## src/rtl/alu_fpga_pkg.sv

```systemverilog
// Types and constants for the sequential ALU bring-up wrapper:
// one-hot entry state, latched flag bundle and seven-segment glyph table.
package alu_fpga_pkg;

    // One-hot so the state can be shown directly on LEDG[3:0].
    typedef enum logic [3:0] {
        LOAD_A  = 4'b0001,
        LOAD_B  = 4'b0010,
        LOAD_OP = 4'b0100,
        SHOW    = 4'b1000
    } fpga_state_t;

    // Packed so that it maps straight onto LEDG[6:4].
    typedef struct packed {
        logic ovf;
        logic neg;
        logic zero;
    } flags_t;

    // Active-low segments, bit 6 = g ... bit 0 = a (DE2 board glyphs).
    localparam logic [6:0] SEG_HEX [16] = '{
        7'b1000000, 7'b1111001, 7'b0100100, 7'b0110000,
        7'b0011001, 7'b0010010, 7'b0000010, 7'b1111000,
        7'b0000000, 7'b0010000, 7'b0001000, 7'b0000011,
        7'b1000110, 7'b0100001, 7'b0000110, 7'b0001110
    };

endpackage

```

## src/rtl/cpu_types_pkg.sv

```systemverilog
// Shared CPU datapath types: machine word and ALU opcode.
package cpu_types_pkg;

    typedef logic [31:0] word_t;

    typedef enum logic [3:0] {
        ALU_ADD  = 4'd0,
        ALU_SUB  = 4'd1,
        ALU_AND  = 4'd2,
        ALU_OR   = 4'd3,
        ALU_XOR  = 4'd4,
        ALU_SLL  = 4'd5,
        ALU_SRL  = 4'd6,
        ALU_SRA  = 4'd7,
        ALU_SLT  = 4'd8,
        ALU_SLTU = 4'd9
    } aluop_t;

endpackage

```

## src/rtl/alu_if.sv

```systemverilog
// Bundle between a driver and the ALU: operands, opcode, result and flags.
interface alu_if;

    cpu_types_pkg::word_t  a;
    cpu_types_pkg::word_t  b;
    cpu_types_pkg::aluop_t op;
    cpu_types_pkg::word_t  result;
    logic                  zero;
    logic                  negative;
    logic                  overflow;

    modport alu    (input a, b, op, output result, zero, negative, overflow);
    modport master (output a, b, op, input result, zero, negative, overflow);

endinterface

```

## src/rtl/alu.sv

```systemverilog
// Combinational 32-bit ALU. Overflow is meaningful only for ADD/SUB.
module alu
    import cpu_types_pkg::*;
(
    alu_if.alu bus
);

    word_t res;
    logic  ovf;

    // Operation select and signed-overflow detection.
    always_comb begin
        res = '0;
        ovf = 1'b0;
        case (bus.op)
            ALU_ADD: begin
                res = bus.a + bus.b;
                ovf = (bus.a[31] == bus.b[31]) && (res[31] != bus.a[31]);
            end
            ALU_SUB: begin
                res = bus.a - bus.b;
                ovf = (bus.a[31] != bus.b[31]) && (res[31] != bus.a[31]);
            end
            ALU_AND:  res = bus.a & bus.b;
            ALU_OR:   res = bus.a | bus.b;
            ALU_XOR:  res = bus.a ^ bus.b;
            ALU_SLL:  res = bus.a << bus.b[4:0];
            ALU_SRL:  res = bus.a >> bus.b[4:0];
            ALU_SRA:  res = word_t'($signed(bus.a) >>> bus.b[4:0]);
            ALU_SLT:  res = word_t'($signed(bus.a) < $signed(bus.b));
            ALU_SLTU: res = word_t'(bus.a < bus.b);
            default:  res = '0;
        endcase
    end

    assign bus.result   = res;
    assign bus.zero     = (res == '0);
    assign bus.negative = res[31];
    assign bus.overflow = ovf;

endmodule

```

## src/rtl/alu_fpga_seq_hex7seg.sv

```systemverilog
// Nibble to active-low seven-segment decoder (0..F).
module hex7seg
    import alu_fpga_pkg::*;
(
    input  logic [3:0] nib,
    output logic [6:0] seg
);

    assign seg = SEG_HEX[nib];

endmodule

```

## src/rtl/alu_fpga_seq.sv

```systemverilog
// Sequential FPGA bring-up wrapper for the ALU. Operands A, B and the opcode
// are entered from the switches one step per advance key press; the latched
// result is shown on DIGITS seven-segment digits with paging.
// Optional build macro: ALU_FPGA_DEBOUNCE_EN adds a DEB_CYCLES stability
// filter on each synchronized key before edge detection.
module alu_fpga_seq
    import cpu_types_pkg::*;
    import alu_fpga_pkg::*;
#(
    parameter int SW_W       = 18,
    parameter int DIGITS     = 8,
    parameter int DEB_CYCLES = 16
) (
    input  logic              CLK,
    input  logic              RST,
    input  logic [SW_W-1:0]   SW,
    input  logic [3:0]        KEY,
    output logic [DIGITS*7-1:0] HEX,
    output logic [7:0]        LEDG
);

    localparam int DW     = SW_W - 1;
    localparam int NPAGES = 8 / DIGITS;

    // ------------------------------------------------------------------
    // Key front end: synchronizer, optional debounce, falling-edge pulse
    // ------------------------------------------------------------------
    logic [3:0] key_meta_reg;
    logic [3:0] key_sync_reg;
    logic [3:0] key_lvl;
    logic [3:0] key_prev_reg;
    logic [3:0] press;

    // Two-flop synchronizer; released (1) out of reset.
    always_ff @(posedge CLK or posedge RST) begin
        if (RST) begin
            key_meta_reg <= 4'hF;
            key_sync_reg <= 4'hF;
        end else begin
            key_meta_reg <= KEY;
            key_sync_reg <= key_meta_reg;
        end
    end

`ifdef ALU_FPGA_DEBOUNCE_EN
    localparam int CW = $clog2(DEB_CYCLES + 1);

    genvar gi;
    generate
        for (gi = 0; gi < 4; gi++) begin : g_deb
            logic [CW-1:0] cnt_reg;
            logic          lvl_reg;

            // Accept a new level only after DEB_CYCLES consecutive samples.
            always_ff @(posedge CLK or posedge RST) begin
                if (RST) begin
                    cnt_reg <= '0;
                    lvl_reg <= 1'b1;
                end else if (key_sync_reg[gi] != lvl_reg) begin
                    if (cnt_reg == CW'(DEB_CYCLES - 1)) begin
                        lvl_reg <= key_sync_reg[gi];
                        cnt_reg <= '0;
                    end else begin
                        cnt_reg <= cnt_reg + CW'(1);
                    end
                end else begin
                    cnt_reg <= '0;
                end
            end

            assign key_lvl[gi] = lvl_reg;
        end
    endgenerate
`else
    assign key_lvl = key_sync_reg;

    logic unused_deb;
    assign unused_deb = (DEB_CYCLES != 0);
`endif

    // Previous filtered level for edge detection.
    always_ff @(posedge CLK or posedge RST) begin
        if (RST) begin
            key_prev_reg <= 4'hF;
        end else begin
            key_prev_reg <= key_lvl;
        end
    end

    // One-cycle pulse on each 1->0 transition of the filtered level.
    assign press = key_prev_reg & ~key_lvl;

    logic adv;
    logic clr;
    logic pg;
    logic unused_key3;
    assign adv         = press[0];
    assign clr         = press[1];
    assign pg          = press[2];
    assign unused_key3 = press[3];

    // ------------------------------------------------------------------
    // Operand value from the switches
    // ------------------------------------------------------------------
    logic [DW-1:0] sw_data;
    word_t         swval;

    assign sw_data = SW[DW-1:0];
    assign swval   = SW[SW_W-1] ? word_t'($signed(sw_data)) : word_t'(sw_data);

    // ------------------------------------------------------------------
    // Entry FSM, operand/result registers and ALU
    // ------------------------------------------------------------------
    fpga_state_t state_reg;
    word_t       rega_reg;
    word_t       regb_reg;
    aluop_t      regop_reg;
    word_t       resreg_reg;
    flags_t      flagreg_reg;
    logic [2:0]  page_reg;
    logic        cap_reg;

    alu_if alu_bus ();

    assign alu_bus.a  = rega_reg;
    assign alu_bus.b  = regb_reg;
    assign alu_bus.op = regop_reg;

    alu u_alu (
        .bus (alu_bus)
    );

    // State sequencing; clear beats advance beats page. Result is latched
    // the cycle after SHOW entry so it reflects the freshly loaded opcode.
    always_ff @(posedge CLK or posedge RST) begin
        if (RST) begin
            state_reg   <= LOAD_A;
            rega_reg    <= '0;
            regb_reg    <= '0;
            regop_reg   <= ALU_ADD;
            resreg_reg  <= '0;
            flagreg_reg <= '0;
            page_reg    <= '0;
            cap_reg     <= 1'b0;
        end else if (clr) begin
            state_reg   <= LOAD_A;
            rega_reg    <= '0;
            regb_reg    <= '0;
            regop_reg   <= ALU_ADD;
            resreg_reg  <= '0;
            flagreg_reg <= '0;
            page_reg    <= '0;
            cap_reg     <= 1'b0;
        end else begin
            cap_reg <= 1'b0;
            if (cap_reg) begin
                resreg_reg  <= alu_bus.result;
                flagreg_reg <= '{ovf: alu_bus.overflow,
                                  neg: alu_bus.negative,
                                  zero: alu_bus.zero};
            end
            if (adv) begin
                case (state_reg)
                    LOAD_A: begin
                        rega_reg  <= swval;
                        state_reg <= LOAD_B;
                    end
                    LOAD_B: begin
                        regb_reg  <= swval;
                        state_reg <= LOAD_OP;
                    end
                    LOAD_OP: begin
                        regop_reg <= aluop_t'(SW[3:0]);
                        state_reg <= SHOW;
                        page_reg  <= '0;
                        cap_reg   <= 1'b1;
                    end
                    SHOW:    state_reg <= LOAD_A;
                    default: state_reg <= LOAD_A;
                endcase
            end else if (pg && (state_reg == SHOW)) begin
                if (page_reg == 3'(NPAGES - 1)) begin
                    page_reg <= '0;
                end else begin
                    page_reg <= page_reg + 3'd1;
                end
            end
        end
    end

    // ------------------------------------------------------------------
    // Display path
    // ------------------------------------------------------------------
    word_t               src_word;
    logic [3:0]          src_nib [8];
    logic [DIGITS*7-1:0] seg_w;

    // Select what the digits show for the current state.
    always_comb begin
        src_word = swval;
        case (state_reg)
            LOAD_A, LOAD_B: src_word = swval;
            LOAD_OP:        src_word = {28'd0, SW[3:0]};
            SHOW:           src_word = resreg_reg;
            default:        src_word = swval;
        endcase
    end

    genvar gn;
    generate
        for (gn = 0; gn < 8; gn++) begin : g_nib
            assign src_nib[gn] = src_word[4*gn +: 4];
        end

        for (gn = 0; gn < DIGITS; gn++) begin : g_dig
            logic [2:0] nib_idx;
            assign nib_idx = 3'(32'(page_reg) * DIGITS + gn);

            hex7seg u_seg (
                .nib (src_nib[nib_idx]),
                .seg (seg_w[7*gn +: 7])
            );
        end
    endgenerate

    // Registered outputs: blank digits and LOAD_A indication out of reset.
    always_ff @(posedge CLK or posedge RST) begin
        if (RST) begin
            HEX  <= '1;
            LEDG <= 8'h01;
        end else begin
            HEX  <= seg_w;
            LEDG <= {(page_reg != 3'd0),
                     (state_reg == SHOW) ? flagreg_reg : flags_t'(3'b000),
                     state_reg};
        end
    end

endmodule

```

## config.mk

```make
export PLATFORM = sky130hd
export DESIGN_NAME = alu_fpga_seq
export DESIGN_NICKNAME = d
export VERILOG_FILES = /design/src/rtl/alu_fpga_pkg.sv /design/src/rtl/cpu_types_pkg.sv /design/src/rtl/alu_if.sv /design/src/rtl/alu.sv /design/src/rtl/alu_fpga_seq_hex7seg.sv /design/src/rtl/alu_fpga_seq.sv
export SDC_FILE = /design/constraint.sdc
export NUM_CORES = 1
export LEC_CHECK = 0
export ABC_CLOCK_PERIOD_IN_PS = 11900
export CAP_MARGIN = 10
export CORE_ASPECT_RATIO = 0.5
export CORE_MARGIN = 2
export CORE_UTILIZATION = 25
export CTS_CLUSTER_SIZE = 28
export DETAILED_ROUTE_END_ITERATION = 10
export GPL_TIMING_DRIVEN = 0
export SLEW_MARGIN = 20
export SYNTH_ARGS = -nofsm -noshare
export SYNTH_HDL_FRONTEND = slang
export SYNTH_HIERARCHICAL = 1
export SYNTH_SLANG_ARGS = --single-unit
```

## constraint.sdc

```tcl
create_clock -name CLK -period 11.9 [get_ports CLK]
set_clock_uncertainty 0.05 [all_clocks]
set_input_delay 2.38 -clock CLK [delete_from_list [all_inputs] [get_ports CLK]]
set_output_delay 2.38 -clock CLK [all_outputs]
set_load 0.02 [all_outputs]
```

* After elaboration in Yosys (flattened, before gate mapping)
Memory sizes are Yosys's and may differ from the RTL's. A register that Yosys moved wholly into a read port is not among the register bits. Cells that the tools add are included.
Storage, ports and cells: flip-flop bits (word level) 128, bits in read-only memories 896, input port bits 24, output and inout port bits 64, logic and storage cells 149, memories 8
Operators by class: add/subtract/negate cells 10, order comparisons 9, equal/unequal tests 18, shift operators 3, mux-type cells 50, bitwise logic cells 20, reductions and logical operators 17
Memories:
- (name not given) | depth 16, width 7, read ports 1, clocked after Yosys merged registers in 1, write ports 0, RTL line alu_fpga_seq_hex7seg.sv:9 | assign seg = SEG_HEX[nib];
- (name not given) | depth 16, width 7, read ports 1, clocked after Yosys merged registers in 1, write ports 0, RTL line alu_fpga_seq_hex7seg.sv:9
- (name not given) | depth 16, width 7, read ports 1, clocked after Yosys merged registers in 1, write ports 0, RTL line alu_fpga_seq_hex7seg.sv:9
- (name not given) | depth 16, width 7, read ports 1, clocked after Yosys merged registers in 1, write ports 0, RTL line alu_fpga_seq_hex7seg.sv:9
- (name not given) | depth 16, width 7, read ports 1, clocked after Yosys merged registers in 1, write ports 0, RTL line alu_fpga_seq_hex7seg.sv:9
- (name not given) | depth 16, width 7, read ports 1, clocked after Yosys merged registers in 1, write ports 0, RTL line alu_fpga_seq_hex7seg.sv:9
- 2 more memories
Operator list (count):
- case mux 32 bit (10 select lines) | 1
- 2-to-1 mux 32 bit | 9
- binary-select mux 4 bit (select 3 bit) | 7
- 2-to-1 mux 4 bit | 19
- less-than comparator 32 bit | 2
- case mux 32 bit (2 select lines) | 1
- NOT 4 -> 5 bit | 8
- adder 32 bit | 1
- bitwise AND 32 bit | 1
- logical NOT 32 bit | 1
- OR 32 bit | 1
- left shift 32 x 5 -> 32 bit | 1
- right shift 32 x 5 -> 32 bit | 1
- >>> shifter 32 x 5 -> 32 bit | 1
- subtractor 32 bit | 1
- bitwise XOR 32 bit | 1
- >= comparator 4 bit, second input constant | 7
- 2-to-1 mux 3 bit | 8
- NOT 3 -> 4 bit | 6
- == test 4 x 3 -> 1 bit, second input constant | 5
- == test 4 x 2 -> 1 bit, second input constant | 3
- == test 4 bit, second input constant | 3
- case mux 4 bit (3 select lines) | 1
- nonzero test 2 bit | 5
- other kinds (18) | 33

* Logic depth before layout (Yosys ltp)
Gate-level depths: netlist (run 1).
depth in word-level cells 6, mapped depth 20, depth with buffers taken out 16

* By module
Netlist (run 1), hierarchy kept.
By module, submodules not included:
- alu | instances 1, cells an instance 1402, area each 9818.2 µm², sequential area each 0.0 µm²
- alu_fpga_seq | instances 1, cells an instance 431, area each 5652.9 µm², sequential area each 3987.6 µm²
- hex7seg (g_dig[1].u_seg ...) | instances 5, cells an instance 32, area each 275.3 µm², sequential area each 0.0 µm²
- hex7seg (g_dig[0].u_seg ...) | instances 2, cells an instance 33, area each 269.0 µm², sequential area each 0.0 µm²
- hex7seg (g_dig[2].u_seg) | instances 1, cells an instance 33, area each 274.0 µm², sequential area each 0.0 µm²

* Worst setup path before layout (run 1)
No wires, ideal clock.
kind register to register, start point register rega_reg[30], in the netlist alu_bus.a[30], end point register flagreg_reg[0] in the netlist's numbering, library setup time 72 ps, data arrival time 5572 ps, data required time 11778 ps, path slack 6205 ps, cell stages (with the launch flop) 18, path buffers 2, period minus slack after synthesis 5695 ps, cell sequence dfrtp_1 -> clkbuf_1 -> inv_1 -> ha_1 -> clkbuf_1 -> inv_1 -> a311oi_1 -> a21oi_1 -> nor2_1 -> a21oi_1 -> mux2i_1 -> or3_1 -> or3b_2 -> nor4_1 -> nand4b_1 -> nor4b_2 -> mux2i_1 -> nor2_1
Between the ends: longest elaborated chain between the ends 5, elaborated cells on any way between the ends 14, those cells by class 2 x add/sub; 2 x order compare; 3 x shift; 3 x mux; 3 x bitwise; 1 x reduce/logical
Ends and longest elaborated chain:
- start, declared | RTL line alu_fpga_seq.sv:115 | word_t rega_reg;
- start signal, assigned | RTL line alu_fpga_seq.sv:165 | rega_reg <= swval;
- >>> shifter 32 x 5 -> 32 bit, or another cell as far along | RTL line alu.sv:29 | ALU_SRA: res = word_t'($signed(bus.a) >>> bus.b[4:0]);
- case mux 32 bit (10 select lines) * | RTL line alu.sv:15 | case (bus.op)
- net alu_bus.result[27] | RTL line alu_if.sv:7 | cpu_types_pkg::word_t result;
- logical NOT 32 bit * | RTL line alu.sv:37 | assign bus.zero = (res == '0);
- net alu_bus.zero | RTL line alu_if.sv:8 | logic zero;
- 2-to-1 mux 3 bit * | RTL line alu_fpga_seq.sv:156 | if (cap_reg) begin
- 2-to-1 mux 3 bit * | RTL line alu_fpga_seq.sv:145 | end else if (clr) begin
- end signal, assigned | RTL line alu_fpga_seq.sv:158 | flagreg_reg <= '{ovf: alu_bus.overflow,
- end, declared | RTL line alu_fpga_seq.sv:119 | flags_t flagreg_reg;
Mark *: on every way through the listed nets, which the timed path passes. The rest lies on a longest branch. The select of a mux whose other input is x is not followed. A chain may end at the register's enable or synchronous reset.

* Worst setup path after layout (run 1)
start point register regb_reg[1], in the netlist alu_bus.b[1], end point register flagreg_reg[0] in the netlist's numbering
Between the ends: longest elaborated chain between the ends 5, elaborated cells on any way between the ends 14, those cells by class 2 x add/sub; 2 x order compare; 3 x shift; 3 x mux; 3 x bitwise; 1 x reduce/logical
Ends and longest elaborated chain:
- start, declared | RTL line alu_fpga_seq.sv:116 | word_t regb_reg;
- start signal, assigned | RTL line alu_fpga_seq.sv:169 | regb_reg <= swval;
- subtractor 32 bit, or another cell as far along | RTL line alu.sv:21 | res = bus.a - bus.b;
- case mux 32 bit (10 select lines) * | RTL line alu.sv:15
- net alu_bus.result[27] | RTL line alu_if.sv:7
- logical NOT 32 bit * | RTL line alu.sv:37
- net alu_bus.zero | RTL line alu_if.sv:8
- 2-to-1 mux 3 bit * | RTL line alu_fpga_seq.sv:156
- 2-to-1 mux 3 bit * | RTL line alu_fpga_seq.sv:145
Marked as above.

==> impl_summary.md, run 1 <==
Setup path
The gate family responsible for the most delay along the worst path is compound AO/OA/AOI/OAI gates. The worst setup path is launched from a register. The largest individual stage delay along the critical path comes from the cell sky130_fd_sc_hd__clkbuf_1. The largest single stage delay on the critical path is 870 ps. For the worst setup path, the data required time is 12210 ps. The critical path buffer and inverter count is 3. The worst setup path is captured at a register.

Data arrives at the worst endpoint at 7350 ps. The critical path goes through inv_2, buf_1, clkbuf_1, ha_1, nor2_1, o311ai_0, a21oi_1, o31ai_1, a21oi_1, mux2i_1, or3_1, or3b_2, nor4_1, nand4b_1, nor4b_2, mux2i_1, nor2_1. Of all nets on the critical path, the largest fanout is 12. The critical path is of the register to register type.

Timing
The relative slew slack is 0.0734. Based on the critical path, the design can be clocked at up to 142 MHz. Setup total negative slack on the finished layout was measured at 0 ps. Setup repair after global routing left no endpoint under its margin. The clock period minus final worst setup slack is 7030 ps. The number of max-slew violations in the final report is 0. At the pin with the least slew margin, the transition time is 1380 ps. Setup violations remaining at the end of the flow were counted as 0. The post-route fraction of the period consumed by the critical path is 0.591. The final number of hold-violating endpoints came to 0.

Finish
The post-layout net count is 2384. The most common library cell in the layout ignoring fill and taps is sky130_fd_sc_hd__nor2_1. The register with the most flip-flops in the layout has 56 of them. The synthesis-to-finish area growth is 15.5%. Summing all non-filler instances in the final layout gives an area of 20400 µm². The fraction of layout instances using a drive strength above 1 is 0.125. Counting the fill cells in the layout gives 7415. The library cells used most frequently in the layout, excluding fill and tap cells, are 214 x sky130_fd_sc_hd__nor2_1, 171 x sky130_fd_sc_hd__nand2_1, 156 x sky130_fd_sc_hd__ha_1, 131 x sky130_fd_sc_hd__mux2i_1, 128 x sky130_fd_sc_hd__a21oi_1.

Power and ir drop
In this run the power density over the cells is 121 nW/µm². In this run the static leakage power is 8.01 nW. The maximum vdd drop is 0.000110 V.

Placed design
The placed instances occupy a cell area of 19800 µm². The congestion estimate from routability-driven global placement came to 1.06. The placed wire-length estimate after detailed placement is 65600 µm.

Input and output buffers added on the ports amount to 86.

Global routing
Entering global routing, the biggest net connects 82 pins. The via count of the first global-routing pass came to 16963. For this run the aggregate overflow at the end of global routing stands at 0. The first global-routing pass estimated 119000 µm of wire. The initial antenna violation count is 3. Across every metal layer, demand over resource in global routing totals 0.221.

Floorplanning
For this design the top-level I/O count stands at 88. The region available for standard cell placement spans 69400 µm². Row generation in the floorplan step produced 68 rows. The die is 380 µm wide. The effective utilization at floorplan is 0.254. The total die area is 72900 µm². The height of the die is 192 µm.

Yosys
The number of nets handed over by synthesis was 2274. The main flop type after synthesis is sky130_fd_sc_hd__dfrtp_1. Of the synthesized area, sequential elements account for 0.226. The mean area per synthesized cell is 8.44 µm². The share of synthesized area in the top cell type comes to 0.126. Summing every instance area after synthesis gives 17700 µm². Of all flip-flops after synthesis, the portion carrying an async set or reset was 1.00.

The number of warnings issued by yosys is 6. After technology mapping, the gate count stands at 2092. The netlist uses 89 different library cells.

The synthesized design contains 0 enable-type register cells. The synthesized design spends more area on one cell type than any other, namely sky130_fd_sc_hd__dfrtp_1. Yosys attributes the largest share of cell area to sky130_fd_sc_hd__dfrtp_1 13%, sky130_fd_sc_hd__ha_1 11%, sky130_fd_sc_hd__dfstp_2 10%, sky130_fd_sc_hd__mux2i_1 7.4%, sky130_fd_sc_hd__mux4_2 7.0%.

Synthesis inferred 156 register bits.

Clock network
The cell chosen for the clock root is sky130_fd_sc_hd__clkbuf_16. Clock-pin slew was measured on the worst setup and hold paths at 70 ps. The total number of clock tree sinks is 156. At the later pin of the worst-skew pair, clock insertion delay measures 440 ps. Once the clock tree was built, the setup fixing pass inserted 0 buffers.

The number of hold buffers added after CTS is 0. The CTS buffer count is 17. The number of levels the H-tree was split into is 4. The number of gates resized after cts is 0.

The clock passes through at most 2 buffers. TritonCTS built the clock tree.

Flow run
The number of max-cap violations is 0.

Drt
Dividing the detail-routed wire length by the instance count gives 26.2 µm. Using the TritonRoute via totals, the vias-per-cell ratio works out to 5.77. In the routed design, unresolved DRC markers number 0. The number of optimization iterations in the first detailed-route pass is 7. In this run the remaining antenna-violating nets after routing total 0.

The initial detailed-routing violation count is 2515. The total length of routed wires is 82900 µm. The via count of the routed design is 18254.

Min path
The class of the tightest hold or removal check is register to register.

Status
The flow ran to the end, and the final reports show no timing, DRC or antenna violations.
==> area by class of cell <==
class | instances | area, µm² | area share
Multi-Input combinational cell | 1659 | 12400 | 0.610
Sequential cell | 156 | 3990 | 0.196
Tap cell | 945 | 1180 | 0.0580
Timing Repair Buffer | 91 | 938 | 0.0460
Buffer | 158 | 815 | 0.0399
Inverter | 119 | 454 | 0.0223
Clock buffer | 17 | 425 | 0.0209
Clock inverter | 15 | 144 | 0.00706
Antenna cell | 1 | 2.50 | 0.000123
==> per-stage QoR <==
step	instances	hold slack [ps]	power, W	setup WS [ps]	utilization
4_1_cts	3160	308	0.00242	5080	0.294
6_report	3161	306	0.00247	4870	0.294
2_1_floorplan	2092	295	0.00143	5370	-
3_3_place_gp	3123	298	0.00188	3300	0.284
5_1_grt	3160	312	0.00258	4770	0.294
3_5_place_dp	3128	297	0.00188	5130	0.285
==> cells in the mapped netlist, types with 15 or more instances <==
cell type / number
sky130_fd_sc_hd__a211oi_1: 23
sky130_fd_sc_hd__a21o_1: 29
sky130_fd_sc_hd__a21oi_1: 128
sky130_fd_sc_hd__a221oi_1: 17
sky130_fd_sc_hd__a22o_1: 29
sky130_fd_sc_hd__a22oi_1: 21
sky130_fd_sc_hd__a31oi_1: 21
sky130_fd_sc_hd__buf_2: 22
sky130_fd_sc_hd__buf_6: 20
sky130_fd_sc_hd__clkbuf_1: 95
sky130_fd_sc_hd__dfrtp_1: 89
sky130_fd_sc_hd__dfstp_2: 67
sky130_fd_sc_hd__ha_1: 156
sky130_fd_sc_hd__inv_1: 116
sky130_fd_sc_hd__mux2_2: 25
sky130_fd_sc_hd__mux2i_1: 131
sky130_fd_sc_hd__mux4_2: 55
sky130_fd_sc_hd__nand2_1: 171
sky130_fd_sc_hd__nand2b_1: 23
sky130_fd_sc_hd__nand3_1: 74
sky130_fd_sc_hd__nor2_1: 214
sky130_fd_sc_hd__nor2b_1: 20
sky130_fd_sc_hd__nor3_1: 50
sky130_fd_sc_hd__nor4_1: 23
sky130_fd_sc_hd__o211ai_1: 29
sky130_fd_sc_hd__o21ai_0: 118
sky130_fd_sc_hd__o221ai_1: 15
sky130_fd_sc_hd__o22ai_1: 21
sky130_fd_sc_hd__o31ai_1: 21
==> power breakdown <==
part	internal (W)	switching (W)	total [W]
clock network	0.000279	0.000255	0.000534
logic	0.000437	0.000819	0.00126
registers	0.000588	0.0000877	0.000676
==> layer usage <==
metal	global-route usage	wire [µm]	vias up	share of wire
met4	0.0844	3580	2	0.043
met5	0	20	-	0.00024
met3	0.0667	9880	198	0.12
met2	0.313	33200	1074	0.40
li1	-	-	7948	-
met1	0.311	36200	9032	0.44
==> worst paths after layout <==
| check | startpoint | endpoint | slack (ps) | cells after the start |
|---|---|---|---|---|
| max | alu_bus.b[1] | flagreg_reg[0] | 4870 | 17 |
| min | key_meta_reg[1] | key_lvl[1] | 310 | 0 |
| max reg2reg | alu_bus.b[1] | flagreg_reg[0] | 4870 | 17 |
| min reg2reg | key_meta_reg[1] | key_lvl[1] | 310 | 0 |
| max in group asynchronous | RST | HEX[36] | 8640 | 3 |
| min in group asynchronous | RST | LEDG[1] | 2350 | 2 |
==> cells by family after synthesis <==
family	count (synthesis)	synth area share
flip-flops	156	0.226
AND/OR/NAND/NOR	679	0.185
multiplexers	221	0.173
buffers and inverters	277	0.0714
XOR/XNOR	15	0.00744
adder cells (fa/ha/maj)	158	0.113
AO/OA/AOI/OAI	586	0.224
Power figures use the tool's default switching activity.
==> inputs of run 2 (changes only) <==
Settings changed: ABC_CLOCK_PERIOD_IN_PS 11900 to 6800.
Clock period 11.9 ns to 6.8 ns, I/O delays scaled along.
==> run 2 against run 1 <==
Net effect:
- cell count is the same
- worst setup slack got worse by 4700 ps
- core utilization about the same
- total power rose by 75%
- register-to-register slack got worse by 4700 ps
- critical path depth unchanged
==> impl_summary.md, run 2 (synthesis gave the netlist of run 1 again) <==
Status
The flow ran to the end, and the final reports show no timing, DRC or antenna violations.

Finish
In the final layout, the share of cells above drive strength 1 is 0.126. The number of standard cells in the layout, taps in and fillers out is 3161. The register with the most flip-flops in the layout has 56 of them. Leaving out fill and tap cells, the most frequent cell in the layout is sky130_fd_sc_hd__nor2_1. From synthesis to final layout, the design area changed by 15.5%. Leaving out fill and tap cells, the most frequent cells in the layout are 214 x sky130_fd_sc_hd__nor2_1, 171 x sky130_fd_sc_hd__nand2_1, 156 x sky130_fd_sc_hd__ha_1, 131 x sky130_fd_sc_hd__mux2i_1, 128 x sky130_fd_sc_hd__a21oi_1. The post-layout net count is 2384.

Setup path
The highest-delay cell along the critical path is sky130_fd_sc_hd__o31ai_1. In this run the critical register-to-register path is captured at flagreg_reg[0]. The critical path in this run is classified as register to register. The worst register-to-register path begins at alu_bus.b[1]. The slack of the worst reg-to-reg path is 140 ps. Walking the worst path, the cells encountered are inv_2, buf_1, clkbuf_2, ha_1, nor2_1, o311ai_0, a21oi_1, o31ai_1, a21oi_1, mux2i_1, or3_1, or3b_2, nor4_1, nand4b_1, nor4b_2, mux2i_1, nor2_1. The maximum fanout along the worst path is 12. The worst setup path is launched from a register.

STA puts the critical path data required time at 7110 ps. The arrival time of the worst setup path is 6970 ps. The number of cells traversed by the worst register-to-register path is 17.

The capturing element type of the critical path is a register. The largest stage delay on the critical path is 790 ps.

Clock network
The cell chosen for the clock root is sky130_fd_sc_hd__clkbuf_16. The insertion delay to the later sink of the worst-skew pair is 440 ps. The number of hold buffers added after CTS is 0. In this run, CTS created clock tree buffers numbering 17.

The TritonCTS clock tree is built. No sink is reached through more buffers than the 2 on the longest clock path. The setup fix buffers added after clock tree synthesis is 0. Clock-pin slew was measured on the worst setup and hold paths at 70 ps.

The total number of clock tree sinks is 156. The H-tree was split into 4 levels.

Timing
The fmax is 150 MHz. The number of failing setup endpoints in the final timing report is 0. The clock period could shrink to 6660 ps. In the final timing run, aggregate negative setup slack is 0 ps. The post-route fraction of the period consumed by the critical path is 0.979. At the pin with the least slew margin, the transition time is 1360 ps.

The relative slew slack is 0.0854. The final number of hold-violating endpoints is 0. Setup slack on the critical path of the routed design comes to 144 ps. Setup repair after global routing left no endpoint under its margin.

The number of max-slew violations in the final report is 0.

Placed design
Counting tap cells, the placed design contains a total of 3128 instances. The placed wire-length estimate after detailed placement is 65600 µm. The last weighted congestion value of the routability-driven placer is 1.06. The count of buffers from port buffering is 86. Timing analysis after detailed placement gives a worst setup slack of 29.0 ps.

Drt
In the final routed layout, each cell accounts on average for 26.2 µm. The post-detailed-route count of antenna-violating nets is 0. After detailed routing, the number of vias per cell comes to 5.77. The total length of routed wires is 82900 µm. After detailed routing, the number of remaining DRC violations is 0. The via count of the routed design is 18244. For this run, the detailed router's first-pass iteration total came to 6. The initial detailed-routing violation count is 2474.

Global routing
The via count of the first global-routing pass was 16963. The final global-route overflow total is 0. The first-pass GRT wire length is 119000 µm. The maximum number of pins on one net before global-route repair is 82. The total track usage is 0.221.

The initial antenna violation count was 3.

Power and ir drop
After layout, the design draws a total of 0.00431 W. The leakage component of the power is 8.02 nW. In this run the power density over the cells is 211 nW/µm².

The worst-case IR drop observed on VDD is 0.000193 V.

Floorplanning
The total I/O pin count is 88. The cell row count is 68. The initial utilization of the core area, before any placement, comes to 0.254. The die is 380 µm wide.

From bottom edge to top edge, the die measures 192 µm. After floorplanning, the core was sized to cover 69400 µm². The total die area is 72900 µm².

Min path
The worst hold path cell count is 0. The worst hold path begins at key_meta_reg[1]. The endpoint with the worst hold slack is key_lvl[1]. The worst hold path belongs to the class register to register.

Flow run
The number of max-cap violations is 0.
==> run 2: cell count changes in the layout (fill, tap and decap cells not counted) <==
cell	before	now
sky130_fd_sc_hd__clkbuf_1	95	94
sky130_fd_sc_hd__clkbuf_2	0	1
==> run 2: final cells by class <==
cell class | count | area (µm²)
Clock inverter | 15 | 144
Sequential cell | 156 | 3990
Inverter | 119 | 454
Clock buffer | 17 | 425
Timing Repair Buffer | 91 | 938
Antenna cell | 1 | 2.50
Multi-Input combinational cell | 1659 | 12400
Buffer | 158 | 816
Fill cell | 7415 | 49000
Tap cell | 945 | 1180
==> run 2: worst max-delay path: cells and delay by family (launching register included) <==
kind | cells | cell delay (ps)
fa+ha+maj | 1 | 240
mux | 2 | 300
flops | 1 | 560
compound gates | 4 | 2020
simple gates | 7 | 1970
buf+inv | 3 | 1430
==> run 2: timing repair <==
action / CTS / global route
endpoints found under the hold margin: 0 / 0
endpoints found under the setup margin: 1 / 0
gates resized for setup: 1 / 0
==> run 2: how the worst max path moves through the flow <==
stage	from	cells past startpoint	endpoint
after floorplan	alu_bus.a[30]	17	flagreg_reg[0]
after global placement	alu_bus.a[30]	15	flagreg_reg[0]
after detailed placement	alu_bus.b[1]	17	flagreg_reg[0]
after CTS	alu_bus.b[1]	17	flagreg_reg[0]
after global routing	alu_bus.b[1]	17	flagreg_reg[0]
final	alu_bus.b[1]	17	flagreg_reg[0]
==> run 2: report_power, final <==
| group | leakage, nW | total [W] | switching, W | internal (W) |
|---|---|---|---|---|
| logic | 5.81 | 0.00219 | 0.00143 | 0.000764 |
| registers | 1.93 | 0.00118 | 0.000154 | 0.00103 |
| clock network | 0.282 | 0.000935 | 0.000447 | 0.000488 |
| total | 8.02 | 0.00431 | 0.00203 | 0.00228 |
==> run 2: per-stage QoR <==
step,hold WS (ps),instance area [µm²],utilization
after global placement,298,19700,0.284
after CTS,308,20400,0.294
final,306,20400,0.294
after global routing,312,20400,0.294
after floorplan,295,17700,-
after detailed placement,297,19800,0.285
==> run 2: per-layer routing <==
| metal | global-route usage | share of wire | up-vias |
|---|---|---|---|
| met5 | 0 | 0.00024 | - |
| met4 | 0.0844 | 0.042 | 2 |
| met3 | 0.0667 | 0.12 | 183 |
| met2 | 0.313 | 0.40 | 1073 |
| met1 | 0.311 | 0.44 | 9042 |
| li1 | - | - | 7944 |
